<file path="src/rtl/mips_chk_pkg.sv">
// Shared encodings for the MIPS data-memory write checker: FSM states and fail codes.
package mips_chk_pkg;

  typedef enum logic [1:0] {
    IDLE = 2'd0,
    RUN  = 2'd1,
    PASS = 2'd2,
    FAIL = 2'd3
  } chkState_t;

  localparam logic [1:0] FC_NONE     = 2'd0;
  localparam logic [1:0] FC_MISMATCH = 2'd1;
  localparam logic [1:0] FC_ILLEGAL  = 2'd2;
  localparam logic [1:0] FC_TIMEOUT  = 2'd3;

endpackage

</file>
<file path="src/rtl/chk_match_unit.sv">
// Combinational comparator of one bus write against the expected-write table.
// Only unmatched entries are candidates; in ordered mode just entry matchCnt is.
module chk_match_unit
  import mips_chk_pkg::*;
#(
  parameter int ADDR_W     = 32,
  parameter int DATA_W     = 32,
  parameter int NUM_CHECKS = 4,
  parameter int IDX_W      = 2,
  parameter int ORDERED    = 1
) (
  input  logic [NUM_CHECKS-1:0][ADDR_W-1:0] tabAddr,
  input  logic [NUM_CHECKS-1:0][DATA_W-1:0] tabData,
  input  logic [NUM_CHECKS-1:0]             matched,
  input  logic [IDX_W:0]                    matchCnt,
  input  logic [ADDR_W-1:0]                 busAddr,
  input  logic [DATA_W-1:0]                 busData,
  output logic                              hit,
  output logic [IDX_W-1:0]                  hitIdx,
  output logic                              addrHit
);

  logic [NUM_CHECKS-1:0] cand;
  logic [NUM_CHECKS-1:0] addrEq;
  logic [NUM_CHECKS-1:0] fullEq;

  genvar gi;
  generate
    for (gi = 0; gi < NUM_CHECKS; gi++) begin : g_cmp
      if (ORDERED != 0) begin : g_ord
        assign cand[gi] = ~matched[gi] & (matchCnt == (IDX_W+1)'(gi));
      end else begin : g_any
        assign cand[gi] = ~matched[gi];
      end
      assign addrEq[gi] = cand[gi] & (tabAddr[gi] == busAddr);
      assign fullEq[gi] = addrEq[gi] & (tabData[gi] == busData);
    end
  endgenerate

  assign hit     = |fullEq;
  assign addrHit = |addrEq;

  // Scan downwards so the lowest matching index is the one that sticks.
  always_comb begin
    hitIdx = '0;
    for (int i = NUM_CHECKS - 1; i >= 0; i--) begin
      if (fullEq[i]) hitIdx = IDX_W'(i);
    end
  end

endmodule

</file>
<file path="config.mk">
export PLATFORM = sky130hd
export DESIGN_NAME = chk_match_unit
export DESIGN_NICKNAME = d
export VERILOG_FILES = /design/src/rtl/mips_chk_pkg.sv /design/src/rtl/chk_match_unit.sv
export SDC_FILE = /design/constraint.sdc
export NUM_CORES = 1
export LEC_CHECK = 0
export CAP_MARGIN = 0
export CORE_AREA = 5 5 125 127
export DETAILED_ROUTE_END_ITERATION = 10
export DIE_AREA = 0 0 130 132
export PLACE_DENSITY = 0.75
export SETUP_SLACK_MARGIN = 0.2
export SLEW_MARGIN = 25
export SYNTH_ARGS = -nofsm -noshare
export SYNTH_HDL_FRONTEND = slang
export SYNTH_SLANG_ARGS = --single-unit
</file>
<file path="constraint.sdc">
create_clock -name vclk -period 1.5
set_input_delay 0.225 -clock vclk [all_inputs]
set_output_delay 0.225 -clock vclk [all_outputs]
set_load 0.01 [all_outputs]
</file>
After elaboration in Yosys (flattened, before gate mapping)
Cells that the tools add are included.

Register bits: 0. Input port bits: 327. Output and inout port bits: 4. Word-level logic and storage cells: 34.

Equal/unequal tests: 11. Mux-type cells: 4. Bitwise operators: 16. Reductions and logical operators: 3.

Operator list (count): 32-bit == test (8); 1-bit AND (12); 2-bit 2-to-1 mux (4); 4-bit OR reduction (2); 3-bit by 2-bit == test with 1-bit output (second input constant) (2); 1-bit inverter (4); 3-bit by 1-bit == test with 1-bit output (second input constant) (1); 3-bit logical NOT (1).

Logic depth before layout (Yosys ltp)
Depth in word-level cells: 8. Depth in mapped cells: 6. Mapped depth without buffers: 6.

Worst setup path before layout
Ideal clock, no wire load.

Path kind: in2out. From: input port busAddr[24]. To: output port hitIdx[1]. Arrival: 1322 ps. Data required time: 1275 ps. Setup slack: -47 ps. Stages: 6. Buffers on the path: 0. Cell sequence: xor2_1 > nor4_1 > nand4_1 > nor4_2 > nand3_2 > o21ai_0.

Word-level cells in the longest chain between the ends: 7. Elaborated cells on any way between the ends: 16. Those cells by class: eq/ne (4); mux (4); bitwise (8).

Ends and longest elaborated chain: start, declared (RTL line chk_match_unit.sv:16) `input logic [ADDR_W-1:0] busAddr,`; 32-bit == test (RTL line chk_match_unit.sv:35) `assign addrEq[gi] = cand[gi] & (tabAddr[gi] == busAddr);`; 1-bit AND (RTL line chk_match_unit.sv:35); 1-bit AND (RTL line chk_match_unit.sv:36) `assign fullEq[gi] = addrEq[gi] & (tabData[gi] == busData);`; 2-bit 2-to-1 mux (3 in a row) (RTL line chk_match_unit.sv:47) `if (fullEq[i]) hitIdx = IDX_W'(i);`; 2-bit 2-to-1 mux (*) (RTL line chk_match_unit.sv:47); end, declared (RTL line chk_match_unit.sv:19) `output logic [IDX_W-1:0] hitIdx,`.

Every way passes the cells marked *; elsewhere a longest branch is shown, timed or not.

Worst setup path in the final report
From: input port tabAddr[104] (netlist bit). To: output port hit.

Word-level cells in the longest chain between the ends: 4.

Ends and longest elaborated chain: start, declared (RTL line chk_match_unit.sv:12) `input logic [NUM_CHECKS-1:0][ADDR_W-1:0] tabAddr,`; 32-bit == test (RTL line chk_match_unit.sv:35); 1-bit AND (RTL line chk_match_unit.sv:35); 1-bit AND (RTL line chk_match_unit.sv:36); 4-bit OR reduction (RTL line chk_match_unit.sv:40) `assign hit = |fullEq;`; end, declared (RTL line chk_match_unit.sv:18) `output logic hit,`.

Every way passes these cells.

==> impl_metrics.prom <==
# TYPE chip_impl_metric gauge
chip_impl_metric{name="grt_antenna_before_repair",unit=""} 2
chip_impl_info{name="critical_path_end_type",value="primary output"} 1
chip_impl_metric{name="slowest_delay",unit="ps"} 350
chip_impl_metric{name="numPortBuffers",unit=""} 331
chip_impl_metric{name="sequential_cell_count",unit=""} 0
chip_impl_info{name="synth_top_cells_by_area",value="xor2_1 48%, xnor2_1 30%, nor4_1 9.5%"} 1
chip_impl_metric{name="clkbuf_count",unit=""} 0
chip_impl_metric{name="firstDrtPassIters",unit=""} 4
chip_impl_metric{name="setup_ws_post_layout",unit="ps"} -576.1
chip_impl_metric{name="irDropWorstVdd",unit="V"} 0.0001615
chip_impl_info{name="cpLargestDelayFamily",value="simple AND/OR/NAND/NOR gates"} 1
chip_impl_metric{name="hpwlAfterDp",unit="µm"} 17930
chip_impl_metric{name="power-per-cell-area",unit="mW/mm²"} 260.6
chip_impl_info{name="timing.critical_path.slowest_stage_cell",value="nor4_2"} 1
chip_impl_info{name="synth.top_cells.by_count",value="158 x xor2_1, 98 x xnor2_1, 44 x nor4_1, 29 x nand4_1, 8 x nand3_1"} 1
chip_impl_metric{name="ant_nets",unit=""} 0
chip_impl_metric{name="fillCellCount",unit=""} 1380
chip_impl_metric{name="final-setup-viol-count",unit=""} 4
chip_impl_metric{name="synth.net_count",unit=""} 685
chip_impl_metric{name="timing.max_cap.violations",unit=""} 0
chip_impl_metric{name="detail_route.wl_per_cell",unit="µm"} 19.98
chip_impl_metric{name="via_count_of_the_first_global_routing_pass",unit=""} 4979
chip_impl_metric{name="synth_area",unit="mm²"} 0.002883
chip_impl_metric{name="post-route-cell-area",unit="mm²"} 0.007635
chip_impl_metric{name="netlist_instances",unit=""} 358
chip_impl_metric{name="timing_worst_slew_pin_value",unit="ps"} 321.6
chip_impl_metric{name="post_synthesis_sequential_area_ratio",unit="%"} 0
chip_impl_metric{name="routabilityCongestion",unit=""} 0.9223
chip_impl_metric{name="worst-endpoint-arrival",unit="ps"} 1850
chip_impl_metric{name="detailed_place.area",unit="mm²"} 0.007211
chip_impl_metric{name="worstHoldPathCells",unit=""} 8
chip_impl_metric{name="gr_usage_total",unit="%"} 21.30
chip_impl_info{name="status",value="complete, but fails checks"} 1
chip_impl_metric{name="area_growth_syn_to_layout",unit="%"} 164.8
chip_impl_metric{name="die_height",unit="µm"} 132
chip_impl_info{name="synth_top_cell_by_area",value="xor2_1"} 1
chip_impl_metric{name="synthesis.yosys.warnings",unit=""} 0
chip_impl_metric{name="remaining_drc_errors",unit=""} 0
chip_impl_metric{name="initial_utilization",unit="%"} 20.14
chip_impl_metric{name="seq_area",unit="µm²"} 0
chip_impl_metric{name="detail_route.iter0.violations",unit=""} 110
chip_impl_metric{name="critPathRequiredTime",unit="ps"} 1270
chip_impl_info{name="worst_hold_path_type",value="in -> out"} 1
chip_impl_info{name="crit_top_cell",value="buf_4"} 1
chip_impl_info{name="rsz_0062_raised_after_global_routing",value="yes"} 1
chip_impl_info{name="critical_path.cell_chain",value="buf_6, xor2_2, nor4_2, buf_4, nand4_1, nor4_4, buf_4, nand3_4, o211ai_2, buf_2"} 1
chip_impl_metric{name="final-max-slew-violation-count",unit=""} 0
chip_impl_metric{name="synthDominantCellAreaShare",unit="%"} 48.00
chip_impl_metric{name="dieArea",unit="mm²"} 0.01716
chip_impl_info{name="yosysMostFrequentCell",value="xor2_1"} 1
chip_impl_metric{name="path_max_fanout",unit=""} 3
chip_impl_metric{name="path_buf_inv",unit=""} 4
chip_impl_metric{name="wirelength",unit="µm"} 19720
chip_impl_metric{name="yosys.cell_types.count",unit=""} 16
chip_impl_info{name="worstSetupStartpointType",value="input port"} 1
chip_impl_metric{name="largest_net_degree_at_the_start_of_global_routing",unit=""} 5
chip_impl_metric{name="die-width",unit="µm"} 130
chip_impl_metric{name="layout_worst_path_cycle_share",unit="%"} 138.4
chip_impl_metric{name="grt-ovfl-total",unit=""} 0
chip_impl_info{name="worst_hold_path.endpoint",value="hitIdx[0]"} 1
chip_impl_metric{name="num-nets-final",unit=""} 1130
chip_impl_metric{name="clock.fmax",unit="GHz"} 0.4817
chip_impl_metric{name="detail_route.vias_per_cell",unit=""} 4.438
chip_impl_metric{name="max_slew_margin",unit="%"} 78.38
chip_impl_metric{name="core_region_area",unit="mm²"} 0.01431
chip_impl_metric{name="postCtsHoldBufs",unit=""} 0
chip_impl_metric{name="detailroute.via_count",unit=""} 4380
chip_impl_metric{name="final_core_utilization",unit="%"} 53.34
chip_impl_metric{name="fin_worst_hold_slack",unit="ps"} 1141
chip_impl_metric{name="power.static_leakage",unit="nW"} 3.401
chip_impl_metric{name="period_needed",unit="ps"} 2076
chip_impl_metric{name="placementRows",unit=""} 44
chip_impl_metric{name="layout-drive-gt1-share",unit="%"} 31.46
chip_impl_info{name="critical_path_class",value="in -> out"} 1
chip_impl_info{name="violations_in_the_final_reports",value="negative setup slack"} 1
chip_impl_metric{name="grt_first_pass_wirelength",unit="µm"} 27670
chip_impl_metric{name="post_synth.cell_area_avg",unit="µm²"} 8.052
chip_impl_metric{name="hold_viol_final",unit=""} 0
chip_impl_info{name="worstHoldStart",value="matched[1]"} 1
chip_impl_metric{name="power",unit="mW"} 1.989
chip_impl_metric{name="floorplan.io_pins",unit=""} 331
-- per-stage QoR --
step | TNS, ps | instances | worst slack [ps]
floorplan | 0 | 358 | 22.23
global placement | -5899 | 977 | -1501
detailed placement | -5909 | 977 | -1501
CTS | -2273 | 985 | -597.6
global route | -2498 | 987 | -654.7
finish | -2248 | 987 | -576.1
-- cells in the final DEF (no fill, tap or decap), types with 2 or more instances in the layout --
cell type / n
buf_2: 33
buf_4: 98
buf_6: 24
clkbuf_2: 4
clkdlybuf4s15_1: 20
clkdlybuf4s15_2: 13
clkdlybuf4s50_1: 95
diode_2: 2
dlygate4sd2_1: 143
dlymetal6s2s_1: 11
nand2_1: 4
nand3_1: 3
nand3_4: 5
nand4_1: 29
nor3_2: 2
nor4_1: 16
nor4_2: 24
nor4_4: 6
nor4b_2: 2
xnor2_1: 83
xnor2_2: 14
xor2_1: 143
xor2_2: 15
-- cell type report --
class	instances	area, µm²	area share [%]
Tap cell	184	230.2	3.015
Antenna cell	2	5.005	0.06555
Timing Repair Buffer	443	3914	51.26
Multi-Input combinational cell	358	3486	45.66
-- metal layers --
layer	track usage [%]	wire length, µm	up-vias
li1	-	-	2130
met5	0	0	-
met1	20.21	6318	2002
met2	45.39	11300	226
met3	3.849	1607	22
met4	4.388	496	0
-- report_power, final --
part           switching (mW)  internal [mW]  leakage, nW   total (mW)
registers                   0              0            0            0
logic                   0.819           1.17         3.40         1.99
clock network               0    0.000000178    0.0000127  0.000000178
total                   0.819           1.17         3.40         1.99
-- worst max-delay path by stage --
stage,startpoint,endpoint,slack [ps],cells after the start
after detailed placement,busData[9],hit,-1500,9
after global routing,tabAddr[104],hit,-650,10
final,tabAddr[104],hit,-580,10
after global placement,busData[15],hit,-1500,9
after floorplan,busAddr[5],addrHit,20,6
after CTS,tabAddr[100],hit,-600,10
-- cell families (layout without fill, tap and decap cells) --
logic type / Yosys count / in the layout / synth area share [%]
XOR/XNOR: 256 / 256 / 77.78
AND/OR/NAND/NOR: 99 / 99 / 21.35
AO/OA/AOI/OAI: 3 / 3 / 0.8679
other: 0 / 2 / 0
buffers and inverters: 0 / 443 / 0
-- timing repair --
action,4_1_cts,5_1_grt
buffers inserted,8,0
pin swaps,137,36
resized for setup,499,49
setup endpoints to repair,4,4
Note: power is estimated with default switching activity, not from simulation.
